`config.mk`:
```
export PLATFORM = sky130hd
export DESIGN_NAME = uart_cmd_parser
export DESIGN_NICKNAME = d
export VERILOG_FILES = /design/src/rtl/uart_cmd_parser.sv
export SDC_FILE = /design/constraint.sdc
export NUM_CORES = 1
export LEC_CHECK = 0
export ABC_AREA = 1
export BUFFER_PORTS_ARGS = -buffer_cell sky130_fd_sc_hd__buf_2
export CORE_ASPECT_RATIO = 0.5
export CORE_UTILIZATION = 58
export DETAILED_ROUTE_END_ITERATION = 16
export GPL_ROUTABILITY_DRIVEN = 1
export PLACE_DENSITY = 0.77
export SLEW_MARGIN = 10
export SYNTH_ARGS = -nofsm -noshare
export SYNTH_HDL_FRONTEND = slang
export SYNTH_SLANG_ARGS = --single-unit
```
`constraint.sdc`:
```
create_clock -name clock -period 4.74 [get_ports clock]
set_input_delay 0 -clock clock [delete_from_list [all_inputs] [get_ports clock]]
set_output_delay 0 -clock clock [all_outputs]
set_load 0.01 [all_outputs]
```
`src/rtl/uart_cmd_parser.sv`:
```
// Frame parser for a UART byte stream: 0xAA, opcode, x, y[, checksum], with per-byte timeout.
// Define CMD_CHECKSUM_EN to add the trailing checksum byte (5-byte frames); default is 4-byte frames.
module uart_cmd_parser #(
    parameter int TIMEOUT_CYCLES = 50000,
    parameter int GRID_SIZE      = 10
) (
    input  logic       clock,
    input  logic       reset,
    input  logic       RxD_data_ready,
    input  logic [7:0] RxD_data,
    output logic       cmd_valid,
    output logic [7:0] cmd_op,
    output logic [3:0] cmd_x,
    output logic [3:0] cmd_y,
    output logic       frame_error,
    output logic [1:0] err_code
);
    localparam int                CNT_W       = $clog2(TIMEOUT_CYCLES + 1);
    localparam logic [CNT_W-1:0]  CNT_LIMIT   = CNT_W'(TIMEOUT_CYCLES);
    localparam logic [31:0]       GRID_LIMIT  = GRID_SIZE;
    localparam logic [7:0]        SYNC_BYTE   = 8'hAA;
    localparam logic [1:0]        ERR_RANGE   = 2'b10;
    localparam logic [1:0]        ERR_TIMEOUT = 2'b11;
`ifdef CMD_CHECKSUM_EN
    localparam logic [1:0]        ERR_CHECKSUM = 2'b01;
    typedef enum logic [2:0] {IDLE, OP, X, Y, CHK} state_t;
`else
    typedef enum logic [1:0] {IDLE, OP, X, Y} state_t;
`endif

    state_t           state_q, state_d;
    logic [CNT_W-1:0] cnt_q, cnt_d;
    logic [7:0]       op_q, op_d;
    logic [7:0]       x_q, x_d;
`ifdef CMD_CHECKSUM_EN
    logic [7:0]       y_q, y_d;
    logic             chk_ok;
`endif
    logic             cmd_valid_q, cmd_valid_d;
    logic             frame_error_q, frame_error_d;
    logic [7:0]       cmd_op_q, cmd_op_d;
    logic [3:0]       cmd_x_q, cmd_x_d;
    logic [3:0]       cmd_y_q, cmd_y_d;
    logic [1:0]       err_code_q, err_code_d;
    logic             frame_done;
    logic [7:0]       frame_y;
    logic             range_ok;

    always_comb begin
        state_d       = state_q;
        cnt_d         = cnt_q;
        op_d          = op_q;
        x_d           = x_q;
`ifdef CMD_CHECKSUM_EN
        y_d           = y_q;
        frame_y       = y_q;
        chk_ok        = ((op_q ^ x_q ^ y_q) == RxD_data);
`else
        frame_y       = RxD_data;
`endif
        cmd_valid_d   = 1'b0;
        frame_error_d = 1'b0;
        cmd_op_d      = cmd_op_q;
        cmd_x_d       = cmd_x_q;
        cmd_y_d       = cmd_y_q;
        err_code_d    = err_code_q;
        frame_done    = 1'b0;
        range_ok      = ({24'd0, x_q} < GRID_LIMIT) && ({24'd0, frame_y} < GRID_LIMIT);

        if (RxD_data_ready) begin
            // Any accepted byte restarts the inter-byte timer, even on the expiry cycle.
            cnt_d = '0;
            case (state_q)
                IDLE: if (RxD_data == SYNC_BYTE) state_d = OP;
                OP: begin
                    op_d    = RxD_data;
                    state_d = X;
                end
                X: begin
                    x_d     = RxD_data;
                    state_d = Y;
                end
`ifdef CMD_CHECKSUM_EN
                Y: begin
                    y_d     = RxD_data;
                    state_d = CHK;
                end
                CHK: begin
                    frame_done = 1'b1;
                    state_d    = IDLE;
                end
`else
                Y: begin
                    frame_done = 1'b1;
                    state_d    = IDLE;
                end
`endif
                default: state_d = IDLE;
            endcase
        end else if (state_q != IDLE) begin
            if (cnt_q == CNT_LIMIT) begin
                state_d       = IDLE;
                cnt_d         = '0;
                frame_error_d = 1'b1;
                err_code_d    = ERR_TIMEOUT;
            end else begin
                cnt_d = cnt_q + CNT_W'(1);
            end
        end

        if (frame_done) begin
`ifdef CMD_CHECKSUM_EN
            if (!chk_ok) begin
                frame_error_d = 1'b1;
                err_code_d    = ERR_CHECKSUM;
            end else
`endif
            if (!range_ok) begin
                frame_error_d = 1'b1;
                err_code_d    = ERR_RANGE;
            end else begin
                cmd_valid_d = 1'b1;
                cmd_op_d    = op_q;
                cmd_x_d     = x_q[3:0];
                cmd_y_d     = frame_y[3:0];
            end
        end
    end

    always_ff @(posedge clock) begin
        if (reset) begin
            state_q       <= IDLE;
            cnt_q         <= '0;
            op_q          <= '0;
            x_q           <= '0;
`ifdef CMD_CHECKSUM_EN
            y_q           <= '0;
`endif
            cmd_valid_q   <= 1'b0;
            frame_error_q <= 1'b0;
            cmd_op_q      <= '0;
            cmd_x_q       <= '0;
            cmd_y_q       <= '0;
            err_code_q    <= '0;
        end else begin
            state_q       <= state_d;
            cnt_q         <= cnt_d;
            op_q          <= op_d;
            x_q           <= x_d;
`ifdef CMD_CHECKSUM_EN
            y_q           <= y_d;
`endif
            cmd_valid_q   <= cmd_valid_d;
            frame_error_q <= frame_error_d;
            cmd_op_q      <= cmd_op_d;
            cmd_x_q       <= cmd_x_d;
            cmd_y_q       <= cmd_y_d;
            err_code_q    <= err_code_d;
        end
    end

    assign cmd_valid   = cmd_valid_q;
    assign frame_error = frame_error_q;
    assign cmd_op      = cmd_op_q;
    assign cmd_x       = cmd_x_q;
    assign cmd_y       = cmd_y_q;
    assign err_code    = err_code_q;
endmodule

```
# --- Word-level counts from Yosys, hierarchy flattened ---
# Cells that the tools add are included.
totals:
  regBits: 54
  latch_bits: 0
  mem_bits_rw: 0
  romBits: 0
  in_bits: 11
  wordCells: 50
  n_memories: 0
op_classes:
  n_addsub: 1
  mul: 0
  div: 0
  order_cmp: 2
  eq_ne: 6
  n_shift: 0
  n_mux: 19
  bitwise_logic: 1
  reduce_logical: 11
ops:
  columns: ["op", "n"]
  rows:
  - ["2-bit two-way mux", 9]
  - ["16-bit by 1-bit adder with 16-bit output, second input constant", 1]
  - ["16-bit == test, second input constant", 1]
  - ["8-bit by 4-bit < comparator with 1-bit output, second input constant", 2]
  - ["16-bit two-way mux", 1]
  - ["8-bit == test, second input constant", 1]
  - ["1-bit two-way mux", 8]
  - ["2-bit one-hot mux with 4 select lines", 1]
  - ["2-bit AND reduction", 3]
  - ["2-bit nonzero test", 3]
  - ["2-bit == test, second input constant", 2]
  - ["2-bit OR reduction", 2]
  - ["3-bit != test, second input constant", 1]
  - ["3-bit AND reduction", 1]
  - ["2-bit by 1-bit == test with 1-bit output, second input constant", 1]
  - ["2-bit zero test", 1]
  - ["1-bit logical AND", 1]
  - ["1-bit inverter", 1]

# --- Depth between registers and ports, before layout ---
logic_depth:
  ltp_word: 6
  mapped_depth: 11
  ltp_nobuf: 10

# --- Worst setup path before layout ---
# Ideal clock, no wire load.
synth_path:
  path_kind: "flip-flop to flip-flop"
  from: "register state_q[0]"
  to: "register cnt_q[13]"
  t_arrival_ns: 1.396
  path_slack_ns: 3.226
  path_stages_with_launch: 12
  n_path_buf: 1
  period_less_slack_ns: 1.514
  path_cell_list: "dfxtp_1 > inv_1 > ha_1 > buf_6 > clkinv_4 > nand4_1 > nor2_1 > nand2_2 > nand2_4 > inv_2 > nand2_1 > nor2_1"
synth_between:
  elab_chain_len: 1
synth_rtl:
  columns: ["element", "line_no", "text"]
  rows:
  - ["start, declared", "31", "state_t state_q, state_d;"]
  - ["start signal, assigned", "146", "state_q <= state_d;"]
  - ["2-bit nonzero test", "100", "end else if (state_q != IDLE) begin"]
  - ["end signal, assigned", "147", "cnt_q <= cnt_d;"]
  - ["end, declared", "32", "logic [CNT_W-1:0] cnt_q, cnt_d;"]
# No other way between the ends.
# A chain may end at the register's enable or synchronous reset.

# --- Final worst setup path ---
layout_path:
  from: "register state_q[0]"
  to: "register cnt_q[8]"
# Same word-level chain as after synthesis.

==> run_results.csv <==
group,metric,value,unit
grt,antenna_found_initial,0,
cells_and_area,fin_util,0.693,
critical_path,critPathRequiredTime,4.94,ns
timing,fin_skew,0.0143,ns
routing,ant_nets,0,
floorplan,coreArea,0.00398,mm2
routing,drt_wl_total,5.07,mm
cells_and_area,layout.cells.non_filler,414,
cells_and_area,diodes,0,
grt,grt.total_usage,0.235,
yosys,ys_warn_count,0,
cts,htreeDepth,2,
timing,timing_hold_violations_final,0,
timing,setup_viol,0,
cts,cts_root_buf,"clkbuf_8",
yosys,ys_ff_latch,54,
grt,grt_pass1_vias,1848,
timing,period_needed,1.80,ns
cts,path_clk_slew,0.09,ns
floorplan,initial_core_util,0.616,
grt,grt_overflow,0,
cts,cts.path.max_buffers,2,
cts,cts_tree,"done",
job,cap_violations,0,
critical_path,worstPathMaxFanout,10,
hold_path,hold_class,"in -> reg",
yosys,syn-num-nets,343,
placed_design,dp_hpwl,3.46,mm
critical_path,path_class,"reg -> reg",
yosys,yosysSeqAreaShare,0.441,
routing,drt-pass1-iter-count,4,
timing,fin_ws,2.94,ns
floorplan,die_x,94.0,um
yosys,synthDistinctLibCells,31,
routing,vias,2158,
pwr,ir_drop,0.195,mV
floorplan,die_h,48.0,um
timing,rsz0062_at_grt,"no",
hold_path,min_path_cells,3,
timing,worstMarginPinSlew,0.540,ns
timing,slew_viol_final,0,
placed_design,io_buffers,30,
yosys,synth_cells,326,
pwr,leakage,1.15,nW
grt,grt_max_degree,22,
cells_and_area,syn_to_final_growth,12.5,%
placed_design,place_worst_setup_slack,3.02,ns
routing,drtIter0Drc,62,
cts,cts_num_sinks,54,
critical_path,critPathLaunchType,"flop",
yosys,synth.avg_cell_area,7.53,um2
cts,cts-buffers-inserted,5,
critical_path,cp_data_arrival_time,2.00,ns
timing,fmax,0.555,GHz
placed_design,dp_cells,399,
cells_and_area,final_cell_mix,"nand2_1, dfxtp_1, nor2_1, a21oi_1, inv_1",
outcome,status,"finished, final reports clean",
timing,slew_headroom,0.640,
cells_and_area,nets,376,
routing,routed_via_density,5.21,
floorplan,rows,16,
critical_path,endpoint_kind,"flop",
yosys,netlist_area,0.00245,mm2
floorplan,ios,31,
timing,tns,0,ns
cts,post_cts_buffers,0,
critical_path,r2r.worst_path.cells,10,
timing,fin_crit_sh,0.380,
floorplan,die-area,0.00451,mm2
pwr,power_density,294,mW/mm2
cells_and_area,final_layout_size_suffix_gt1_frac,0.153,
routing,wire_per_inst,12.3,um
placed_design,gp_congestion,0.988,
grt,grt_pass1_wl,8.13,mm
cts,clk_latency,0.31,ns
routing,drc,0,
cells_and_area,final_common_cell,"nand2_1",
==> repair_timing <==
action,in CTS,in global routing
endpoints found under the hold margin,15,0
hold buffers,7,0
resized for setup,0,0
==> cell usage after synthesis <==
library cell / count / area [um2]
a21boi_0: 1 / 7.51
a21oi_1: 33 / 165
buf_2: 3 / 15.0
buf_4: 2 / 15.0
buf_6: 3 / 33.8
clkbuf_1: 3 / 11.3
clkinv_4: 1 / 8.76
dfxtp_1: 54 / 1080
ha_1: 6 / 75.1
inv_1: 31 / 116
inv_2: 2 / 7.51
nand2_1: 67 / 251
nand2_2: 2 / 12.5
nand2_4: 1 / 11.3
nand3_1: 8 / 40.0
nand3_4: 1 / 17.5
nand3b_1: 4 / 30.0
nand4_1: 21 / 131
nand4_2: 2 / 25.0
nor2_1: 42 / 158
nor2_2: 4 / 25.0
nor2_4: 1 / 11.3
nor2_8: 1 / 20.0
nor3_1: 8 / 40.0
nor3_2: 1 / 10.0
nor3b_1: 1 / 7.51
o21a_2: 1 / 8.76
o21ai_0: 19 / 95.1
o21ai_1: 1 / 5.00
o32ai_1: 1 / 8.76
xor2_1: 1 / 8.76
==> cell type report <==
type / instances / area [um2]
timing repair buffer: 37 / 220
inverter: 34 / 133
tap: 54 / 67.6
sequential: 54 / 1080
multi-input combinational: 227 / 1160
clock inverter: 3 / 25.0
fill: 363 / 1220
clock buffer: 5 / 68.8
==> path summary, 6_finish.rpt <==
path,from,endpoint,slack [ns]
max,state_q[0],cnt_q[8],2.94
min,RxD_data[1],cmd_y[1],0.03
max reg2reg,state_q[0],cnt_q[8],2.94
min reg2reg,err_code[0],err_code[0],0.44
==> report_power, final <==
group / switching, mW / total, mW / internal (mW)
sequential: 0.00594 / 0.469 / 0.463
clock: 0.158 / 0.265 / 0.107
combinational: 0.0515 / 0.0770 / 0.0255
==> state kept, by name, indices dropped and copies added (netlist names) <==
signal	cells
cmd_op	8
cmd_valid	1
cmd_x	4
cmd_y	4
cnt_q	16
err_code	2
frame_error	1
op_q	8
state_q	2
x_q	8
==> layer usage <==
metal | share of wire | GRT usage | vias to the layer above
met5 | 0 | 0 | -
met4 | 0.0087 | 0.0554 | 0
met3 | 0.034 | 0.0587 | 6
met2 | 0.47 | 0.439 | 38
met1 | 0.49 | 0.284 | 979
li1 | - | - | 1135
==> cell families after synthesis <==
logic type | count (synthesis) | share of synthesized area
AOI/OAI and AO/OA | 56 | 0.118
DFF | 54 | 0.441
buffers and inverters | 45 | 0.0846
adders and majority gates | 6 | 0.0306
xor gates and xnor gates | 1 | 0.00357
and+or+nand+nor | 164 | 0.322
==> worst max-delay path, stage by stage (launching register included) <==
cell and delay (ns):
dfxtp_1 0.40, inv_1 0.09, ha_1 0.31, clkinv_4 0.12
nand4_1 0.09, nor2_1 0.21, nand2_2 0.14, nand2_4 0.15
inv_2 0.08, nand2_1 0.06, nor2_1 0.04
==> metrics by stage <==
stage               area (um2)  hold WS [ns]  total power [mW]
global route              2760        0.0506             0.849
CTS                       2760        0.0135             0.815
global placement          2600         0.302             0.548
finish                    2760        0.0331             0.810
floorplan                 2450         0.163             0.537
detailed placement        2600         0.303             0.551
Note: power is estimated with default switching activity, not from simulation.
